`config.mk`:
```
export PLATFORM = sky130hd
export DESIGN_NAME = pbit_group_scheduler
export DESIGN_NICKNAME = d
export VERILOG_FILES = /design/src/rtl/pbit_sched_pkg.sv /design/src/rtl/pbit_dwell_timer.sv /design/src/rtl/pbit_group_scheduler.sv
export SDC_FILE = /design/constraint.sdc
export NUM_CORES = 1
export LEC_CHECK = 0
export BUFFER_PORTS_ARGS = -buffer_cell sky130_fd_sc_hd__buf_2
export CAP_MARGIN = 15
export CELL_PAD_IN_SITES_DETAIL_PLACEMENT = 0
export CELL_PAD_IN_SITES_GLOBAL_PLACEMENT = 2
export CORE_ASPECT_RATIO = 0.75
export CORE_MARGIN = 10
export CORE_UTILIZATION = 37
export CTS_BUF_LIST = sky130_fd_sc_hd__clkbuf_2
export CTS_CLUSTER_DIAMETER = 120
export DETAILED_ROUTE_END_ITERATION = 16
export PLACE_DENSITY_LB_ADDON = 0.1
export SYNTH_ARGS = -nofsm -noshare
export SYNTH_HDL_FRONTEND = slang
export SYNTH_HIERARCHICAL = 1
export SYNTH_SLANG_ARGS = --single-unit
```
`constraint.sdc`:
```
create_clock -name clk -period 7.5 [get_ports clk]
set_input_delay 0.75 -clock clk [delete_from_list [all_inputs] [get_ports clk]]
set_output_delay 0.75 -clock clk [all_outputs]
set_load 0.005 [all_outputs]
```
`src/rtl/pbit_sched_pkg.sv`:
```
// ----------------------------------------------------------------
// pbit_sched_pkg: shared state encoding and group-count defaults
// Rev 1.0
// ----------------------------------------------------------------
`default_nettype none

package pbit_sched_pkg;

  // The Pbit_EN decode LUT sizes from these same defaults.
  localparam int DEF_NUM_GROUPS = 5;
  localparam int DEF_GROUP_W    = 3;

  typedef enum logic [1:0] {
    S_IDLE   = 2'd0,
    S_RUN    = 2'd1,
    S_FINISH = 2'd2
  } state_e;

endpackage

`default_nettype wire

```
`src/rtl/pbit_dwell_timer.sv`:
```
// ----------------------------------------------------------------
// pbit_dwell_timer: down-counter marking the last cycle of a group dwell
// Rev 1.0
// ----------------------------------------------------------------
`default_nettype none

module pbit_dwell_timer #(
  parameter int DWELL_W = 8
) (
  input  logic               clk,
  input  logic               rst,
  input  logic               load,
  input  logic [DWELL_W-1:0] load_val,
  input  logic               tick,
  output logic               expire
);

  logic [DWELL_W-1:0] r_count;

  // load_val is always >= 1, so a count of zero marks the final dwell cycle.
  always_ff @(posedge clk) begin
    if (rst) begin
      r_count <= '0;
    end else if (load) begin
      r_count <= load_val - DWELL_W'(1);
    end else if (tick && (r_count != '0)) begin
      r_count <= r_count - DWELL_W'(1);
    end
  end

  assign expire = tick && (r_count == '0);

endmodule

`default_nettype wire

```
`src/rtl/pbit_group_scheduler.sv`:
```
// ----------------------------------------------------------------
// pbit_group_scheduler: steps graph-colour update groups, counts sweeps, anneals beta
// Rev 1.0
// ----------------------------------------------------------------
`default_nettype none

module pbit_group_scheduler
  import pbit_sched_pkg::*;
#(
  parameter int NUM_GROUPS = DEF_NUM_GROUPS,
  parameter int GROUP_W    = DEF_GROUP_W,
  parameter int DWELL_W    = 8,
  parameter int SWEEP_W    = 16,
  parameter int BETA_W     = 4
) (
  input  logic               clk,
  input  logic               rst,
  input  logic               start,
  input  logic               stop,
  input  logic [DWELL_W-1:0] dwell_cycles,
  input  logic [SWEEP_W-1:0] num_sweeps,
  input  logic [SWEEP_W-1:0] sweeps_per_beta,
  output logic [GROUP_W-1:0] group_EN,
  output logic               update_en,
  output logic               sample_valid,
  output logic [SWEEP_W-1:0] sweep_cnt,
  output logic [BETA_W-1:0]  beta_idx,
  output logic               busy,
  output logic               done
);

  localparam logic [GROUP_W-1:0] c_last_group = GROUP_W'(NUM_GROUPS - 1);

  state_e             r_state;
  state_e             w_state_next;
  logic [DWELL_W-1:0] r_dwell;
  logic [SWEEP_W-1:0] r_num_sweeps;
  logic [SWEEP_W-1:0] r_spb;
  logic [SWEEP_W-1:0] r_sweep_cnt;
  logic [SWEEP_W-1:0] r_beta_cnt;
  logic [BETA_W-1:0]  r_beta;
  logic [GROUP_W-1:0] r_group;

  logic [DWELL_W-1:0] w_dwell_eff;
  logic [DWELL_W-1:0] w_timer_val;
  logic [SWEEP_W-1:0] w_sweep_next;
  logic [SWEEP_W-1:0] w_beta_cnt_next;
  logic               w_start_acc;
  logic               w_run;
  logic               w_expire;
  logic               w_advance;
  logic               w_last_group;
  logic               w_sweep_end;
  logic               w_run_done;
  logic               w_timer_load;

  assign w_dwell_eff     = (dwell_cycles == '0) ? DWELL_W'(1) : dwell_cycles;
  assign w_start_acc     = (r_state == S_IDLE) && start && !stop;
  assign w_run           = (r_state == S_RUN);
  // stop outranks every dwell/sweep event in the same cycle
  assign w_advance       = w_run && !stop && w_expire;
  assign w_last_group    = (r_group == c_last_group);
  assign w_sweep_end     = w_advance && w_last_group;
  assign w_sweep_next    = r_sweep_cnt + SWEEP_W'(1);
  assign w_run_done      = w_sweep_end && (w_sweep_next == r_num_sweeps);
  assign w_beta_cnt_next = r_beta_cnt + SWEEP_W'(1);
  assign w_timer_load    = w_start_acc || w_advance;
  assign w_timer_val     = w_start_acc ? w_dwell_eff : r_dwell;

  pbit_dwell_timer #(
    .DWELL_W (DWELL_W)
  ) u_dwell_timer (
    .clk      (clk),
    .rst      (rst),
    .load     (w_timer_load),
    .load_val (w_timer_val),
    .tick     (w_run),
    .expire   (w_expire)
  );

  always_ff @(posedge clk) begin
    if (rst) begin
      r_state <= S_IDLE;
    end else begin
      r_state <= w_state_next;
    end
  end

  always_comb begin
    w_state_next = r_state;
    case (r_state)
      S_IDLE: begin
        if (w_start_acc) begin
          w_state_next = (num_sweeps == '0) ? S_FINISH : S_RUN;
        end
      end
      S_RUN: begin
        if (stop) begin
          w_state_next = S_IDLE;
        end else if (w_run_done) begin
          w_state_next = S_FINISH;
        end
      end
      S_FINISH: w_state_next = S_IDLE;
      default:  w_state_next = S_IDLE;
    endcase
  end

  always_comb begin
    group_EN     = '0;
    update_en    = 1'b0;
    busy         = 1'b0;
    done         = 1'b0;
    sample_valid = w_sweep_end;
    case (r_state)
      S_RUN: begin
        group_EN  = r_group;
        update_en = 1'b1;
        busy      = 1'b1;
      end
      S_FINISH: done = 1'b1;
      default: ;
    endcase
  end

  // Beta steps on a separate sweeps-since-last-step counter instead of a modulo.
  always_ff @(posedge clk) begin
    if (rst) begin
      r_dwell      <= '0;
      r_num_sweeps <= '0;
      r_spb        <= '0;
      r_sweep_cnt  <= '0;
      r_beta_cnt   <= '0;
      r_beta       <= '0;
      r_group      <= '0;
    end else if (w_start_acc) begin
      r_dwell      <= w_dwell_eff;
      r_num_sweeps <= num_sweeps;
      r_spb        <= sweeps_per_beta;
      r_sweep_cnt  <= '0;
      r_beta_cnt   <= '0;
      r_beta       <= '0;
      r_group      <= '0;
    end else if (w_run) begin
      if (stop) begin
        r_group <= '0;
      end else if (w_expire) begin
        r_group <= w_last_group ? '0 : r_group + GROUP_W'(1);
        if (w_last_group) begin
          r_sweep_cnt <= w_sweep_next;
          if (r_spb != '0) begin
            if (w_beta_cnt_next == r_spb) begin
              r_beta_cnt <= '0;
              if (r_beta != '1) begin
                r_beta <= r_beta + BETA_W'(1);
              end
            end else begin
              r_beta_cnt <= w_beta_cnt_next;
            end
          end
        end
      end
    end
  end

  assign sweep_cnt = r_sweep_cnt;
  assign beta_idx  = r_beta;

endmodule

`default_nettype wire

```
==> flow_summary_export.csv, run 1 <==
group,metric,value,unit
critical_path,max_stage_delay,0.68,ns
timing,fin_crit_sh,0.5576,
critical_path,crit_path_start,"r_state[0]$_SDFFE_PP0P_",
route,wl,14090,um
layout,layout-drive-gt1-share,0.1491,
logic_synthesis,ys_async_sr_fraction,0,
logic_synthesis,synth_top_area_frac,0.3543,
logic_synthesis,synthTopCellsByCount,"nand2_1 (131), dfxtp_1 (89), nor2_1 (64)",
run_status,status,"finished, final reports clean",
clock_network,post-cts-setup-buffers,0,
clock_network,cts.clk_slew.worst_paths,0.23,ns
logic_synthesis,yosysUniqueCellTypes,66,
floorplan,num_io_pins,71,
critical_path,cp_slowest_cell,"nor2b_1",
critical_path,path_common_cell,"nand2_1",
timing,tns,0,ns
timing,rsz0062_at_grt,"false",
timing,drv_slew,0,
pwr,vdd_drop_max,0.06576,mV
route,drt-wirelength-per-cell,16.11,um
timing,setup_viol,0,
clock_network,cts_made_buffers,9,
timing,fmax,239.1,MHz
clock_network,h-tree-depth,3,
logic_synthesis,synth_nets,703,
job,cap_violations,0,
logic_synthesis,yosysWarnings,6,
clock_network,ctsResizeCount,0,
logic_synthesis,synthCells,653,
floorplan,num_rows,36,
floorplan,dieArea,0.01870,mm2
critical_path,critPathRequiredTime,6.75,ns
critical_path,rr_startpoint,"r_state[0]$_SDFFE_PP0P_",
layout,antenna_cells,0,
floorplan,core,0.01315,mm2
critical_path,cp-end-kind,"output pin",
route,viasPerCell,5.299,
clock_network,cts.path.max_buffers,2,
global_routing,grt_first_pass_wirelength,22790,um
route,vias,4637,
clock_network,clock_latency,0.55,ns
layout,synthToLayoutAreaGrowth,11.05,%
clock_network,clockRootBuffer,"clkbuf_2",
route,first_pass_iters,4,
logic_synthesis,avgSynthCellArea,7.701,um2
global_routing,grt_remaining_overflow,0,
route,route.detailed.drc,0,
logic_synthesis,synth.area.top_cells,"dfxtp_1 (35%), nand2_1 (9.8%), xnor2_1 (7.8%)",
timing,hold_ws,0.3944,ns
place,hpwl,10300,um
place,portBuffers,70,
global_routing,grt_pass1_vias,4358,
critical_path,path_buf_inv,2,
logic_synthesis,yosysSeqAreaShare,0.3543,
hold_path,holdCritStartpoint,"sweeps_per_beta[8]",
hold_path,hold_class,"input pin to flop",
logic_synthesis,syn-cell-area,0.005029,mm2
timing,worst_pin_slew,1.089,ns
layout,fin_nets,749,
logic_synthesis,yosysTopAreaCell,"dfxtp_1",
logic_synthesis,synth_seq_cells,89,
timing,finClkSkew,0.01577,ns
floorplan,die_h,121.0,um
floorplan,initial_core_util,0.3823,
critical_path,crit_type,"flop to output pin",
global_routing,antenna_found_initial,0,
clock_network,hold_buffers,0,
timing,slew_headroom,0.2737,
place,gp_congestion,0.8213,
critical_path,arrival,3.43,ns
timing,hold_viol,0,
route,drtAntennaViolNets,0,
floorplan,die_width,154.6,um
timing,post-route-min-period,4.182,ns
pwr,p_leak,2.125,nW
route,drtIter0Drc,317,
critical_path,cp_cell_sequence,"nor2b_1 > nand2_1 > nor3_1 > nand2_1 > nor3_2 > nand3_2 > clkinv_1 > buf_2",
logic_synthesis,synth_edf_count,0,
pwr,power_density,164.4,mW/mm2
global_routing,grt_max_degree,59,
logic_synthesis,ys.flop_type,"dfxtp_1",
clock_network,cts_tree,"yes",
critical_path,startpoint_type,"flop",
global_routing,grt_use_total,0.1471,
clock_network,cts_sinks,89,
critical_path,cp_top_family,"simple AND/OR/NAND/NOR gates",
critical_path,cp_max_fo,12,
logic_synthesis,yosysMostFrequentCell,"nand2_1",
cells in the final DEF (no fill, tap or decap), types with 5 or more instances in the layout:
cell	netlist	routed
a21oi_1	56	56
or4_1	5	5
inv_1	12	12
nand4_1	16	16
nand3_1	16	16
and3_1	5	5
or3_1	12	12
ha_1	6	6
nor4_1	14	14
xnor2_1	45	45
mux2i_1	10	10
nor3_1	16	16
dfxtp_1	89	89
nor2_1	64	64
clkbuf_2	1	13
o21ai_0	14	14
a211oi_1	5	5
nand2_1	131	131
xor2_1	26	26
buf_2	4	70
and2_1	5	5
flip-flops by register name, indices dropped and copies added (netlist names):
register and cells:
beta_idx 4, r_dwell 8, u_dwell_timer/r_count 8, r_state 2
r_num_sweeps 16, r_spb 16, r_group 3, r_beta_cnt 16
sweep_cnt 16
final cells by class:
| type | instances | area [um2] |
|---|---|---|
| Multi-Input combinational cell | 514 | 3044 |
| Tap cell | 171 | 214.0 |
| Inverter | 13 | 48.80 |
| Clock inverter | 3 | 65.06 |
| Clock buffer | 13 | 65.06 |
| Fill cell | 1386 | 7569 |
| Sequential cell | 89 | 1782 |
| Timing Repair Buffer | 72 | 365.4 |
metrics by stage:
| step | instance area, um2 | std cells | total power (W) | util | setup slack [ns] |
|---|---|---|---|---|---|
| final | 5584 | 875 | 0.0009179 | 0.4246 | 3.318 |
| after global routing | 5584 | 875 | 0.0009664 | 0.4246 | 2.973 |
| after CTS | 5584 | 875 | 0.0009304 | 0.4246 | 3.274 |
| after detailed placement | 5454 | 859 | 0.0006501 | 0.4147 | 3.527 |
| after global placement | 5454 | 859 | 0.0006489 | 0.4147 | 3.633 |
| after floorplan | 5029 | 653 | 0.0006094 | - | 3.847 |
layer usage:
metal	GRT usage	vias up	routed length, um	part of all wire
li1	-	2353	-	-
met2	0.2140	121	5839	0.41
met4	0.02886	0	102	0.0072
met1	0.2106	2155	7267	0.52
met5	0	-	0	0
met3	0.04109	8	883	0.063
worst paths after layout:
path / endpoint / slack (ns) / cells after the start
worst max register to register: r_state[1]$_SDFFE_PP0P_ / 3.52 / 10
worst min-delay path: r_spb[8]$_SDFFE_PP0P_ / 0.39 / 3
worst max-delay path: sample_valid / 3.32 / 8
worst min register to register: r_dwell[6]$_SDFF_PP0_ / 0.48 / 2
worst register-to-register path, stage by stage (launching register included):
cell and delay, ns:
dfxtp_1 0.50, nor2b_1 0.68, nand2_1 0.19, nor3_1 0.42, nand2_1 0.12, nor3_2 0.25
nand3_2 0.28, nor4_1 0.52, nand2_1 0.09, or4_1 0.53, a2111oi_2 0.31
cell families (layout without fill, tap and decap cells):
group | after synthesis | count (layout) | share of synthesized area
AND/OR/NAND/NOR | 320 | 320 | 0.3135
adder cells (fa/ha/maj) | 6 | 6 | 0.01493
flip-flops | 89 | 89 | 0.3543
AO/OA/AOI/OAI | 107 | 107 | 0.1321
buffers and inverters | 50 | 101 | 0.04155
XOR/XNOR | 71 | 71 | 0.1237
multiplexers | 10 | 10 | 0.01991
where the power goes:
group          leakage [nW]  switching, W  internal [W]
Combinational          1.32     0.0000802     0.0000553
Sequential            0.723     0.0000164      0.000490
Clock                0.0862      0.000161      0.000115
Total                  2.12      0.000257      0.000661
No activity file was read; power rests on OpenSTA's default activity.
==> inputs of run 2 (changes only) <==
--- a/config.mk
+++ b/config.mk
@@ -11,7 +11,7 @@
 export CELL_PAD_IN_SITES_GLOBAL_PLACEMENT = 2
 export CORE_ASPECT_RATIO = 0.75
 export CORE_MARGIN = 10
-export CORE_UTILIZATION = 37
+export CORE_UTILIZATION = 31
 export CTS_BUF_LIST = sky130_fd_sc_hd__clkbuf_2
 export CTS_CLUSTER_DIAMETER = 120
 export DETAILED_ROUTE_END_ITERATION = 16
==> constraint.sdc (replaced) <==
create_clock -name clk -period 3.8 [get_ports clk]
set_input_delay 0.38 -clock clk [delete_from_list [all_inputs] [get_ports clk]]
set_output_delay 0.38 -clock clk [all_outputs]
set_load 0.005 [all_outputs]
==> run 2 against run 1 <==
Sequential power increased by 98%. Via count grew 3.3%. Setup slack lost 2.9 ns. Total power is 110% higher. Sequential share of layout area decreased by 2.8 points. Critical path depth rose by 1. Hold slack worse by 0.24 ns. Utilization fell by 4.2 points. First-iteration DRC count fell by 16%. Critical endpoint is now r_state[1]$_SDFFE_PP0P_.
==> flow_summary_export.csv, run 2 (synthesis gave the netlist of run 1 again) <==
group,metric,value,unit
run_status,status,"finished, final reports clean",
global_routing,antenna_found_initial,0,
place,gp_congestion,0.8275,
floorplan,core,0.01597,mm2
floorplan,initial_core_util,0.3150,
floorplan,num_io_pins,71,
critical_path,cp_slowest_cell,"or4_4",
timing,fin_ws,0.4388,ns
layout,final_cell_count_no_fill,961,
clock_network,post-cts-setup-buffers,0,
layout,fill_cells,1703,
layout,multiInputGateArea,0.003044,mm2
layout,synthToLayoutAreaGrowth,21.55,%
route,wl,15760,um
floorplan,die_width,167.1,um
layout,antenna_cells,0,
critical_path,cp_cell_sequence,"or4_4 > nor3_1 > nand2_1 > nor3_2 > nand3_2 > nor4_1 > nand2_1 > or4_1 > a2111oi_2",
global_routing,grt_max_degree,57,
global_routing,grt_first_pass_wirelength,25130,um
floorplan,die_h,130.3,um
clock_network,cts_sinks,89,
place,place_ws,0.4421,ns
layout,final_util,0.3828,
route,vias,4790,
route,first_pass_iters,4,
critical_path,path_common_cell,"nand2_1",
clock_network,cts.path.max_buffers,2,
layout,fin_nets,796,
pwr,vdd_drop_max,0.2060,mV
place,portBuffers,70,
floorplan,num_rows,40,
clock_network,clockRootBuffer,"clkbuf_2",
hold_path,hold_class,"input pin to flop",
floorplan,dieArea,0.02177,mm2
timing,finClkSkew,0.03219,ns
clock_network,clock_latency,0.61,ns
layout,fin_area,0.006112,mm2
critical_path,startpoint_type,"flop",
job,cap_violations,0,
place,placed_cell_area,0.005555,mm2
clock_network,cts.clk_slew.worst_paths,0.26,ns
timing,rsz0062_at_grt,"false",
layout,layout-drive-gt1-share,0.1478,
pwr,p_leak,2.330,nW
route,drt-wirelength-per-cell,16.40,um
timing,post-route-min-period,3.361,ns
hold_path,holdCritStartpoint,"start",
route,drtAntennaViolNets,0,
critical_path,max_stage_delay,0.59,ns
timing,slew_headroom,0.4280,
critical_path,cp_max_fo,10,
timing,tns,0,ns
route,drtIter0Drc,265,
critical_path,crit_type,"flop to flop",
place,hpwl,11570,um
clock_network,hold_buffers,40,
timing,worst_pin_slew,0.8558,ns
timing,drv_slew,0,
global_routing,grt_pass1_vias,4668,
critical_path,arrival,3.90,ns
timing,fmax,297.5,MHz
place,dp.cells,905,
critical_path,crit_path_start,"u_dwell_timer/r_count[3]$_SDFFE_PP0P_",
route,route.detailed.drc,0,
clock_network,ctsResizeCount,0,
layout,layout_commonest_cell,"nand2_1",
critical_path,cp-end-kind,"flop",
critical_path,rr_startpoint,"u_dwell_timer/r_count[3]$_SDFFE_PP0P_",
critical_path,critPathRequiredTime,4.34,ns
layout,mostFrequentLayoutCells,"nand2_1 (131), dfxtp_1 (89), buf_2 (70), nor2_1 (64), a21oi_1 (56)",
timing,hold_viol,0,
clock_network,cts_made_buffers,9,
route,viasPerCell,4.984,
layout,regArea,0.001782,mm2
clock_network,cts_tree,"yes",
clock_network,h-tree-depth,3,
pwr,power_density,318.6,mW/mm2
timing,fin_crit_sh,0.8845,
timing,setup_viol,0,
global_routing,grt_use_total,0.1422,
global_routing,grt_remaining_overflow,0,
run 2: cell count changes in the layout (fill, tap and decap cells not counted), sizes merged:
cell | previous run | this run
clkinv | 2 | 3
bufinv | 2 | 3
dlygate4sd3 | 0 | 40
clkbuf | 13 | 10
clkinvlp | 0 | 1
buf | 72 | 79
run 2: cell type report:
cell class | instances | area share
sequential | 89 | 0.2915
clock buffer | 10 | 0.008188
multi-input combinational | 514 | 0.4981
inverter | 13 | 0.007984
timing repair buffer | 119 | 0.1339
clock inverter | 6 | 0.01740
tap | 210 | 0.04299
run 2: final timing paths:
check	slack [ns]	cells after the start	to
worst min register to register	0.48	2	r_dwell[6]$_SDFF_PP0_
worst max-delay path	0.44	9	r_state[1]$_SDFFE_PP0P_
worst max register to register	0.44	9	r_state[1]$_SDFFE_PP0P_
worst min-delay path	0.16	3	r_state[1]$_SDFFE_PP0P_
run 2: critical path: cells and delay by family (launching register included):
kind             cells  cell delay (ns)
AND/OR/NAND/NOR      8             2.58
flip-flops           1             0.41
AO/OA/AOI/OAI        1             0.31
run 2: stage by stage:
step,total power [W],hold slack (ns)
after global placement,0.001293,0.4516
after CTS,0.001981,0.09051
final,0.001947,0.1555
after detailed placement,0.001295,0.4574
after global routing,0.002055,0.07942
after floorplan,0.001203,0.4443
run 2: per-layer routing:
metal	global-route usage	vias to the layer above	wire, um
met2	0.2058	109	6426
met1	0.1998	2225	8243
met4	0.02473	0	93
met5	0	-	0
met3	0.05018	6	992
li1	-	2450	-
run 2: power breakdown:
| part | total [W] | internal, W | switching (W) |
|---|---|---|---|
| Sequential | 0.00100 | 0.000968 | 0.0000337 |
| Clock | 0.000638 | 0.000282 | 0.000356 |
| Combinational | 0.000308 | 0.000140 | 0.000167 |
| Total | 0.00195 | 0.00139 | 0.000557 |
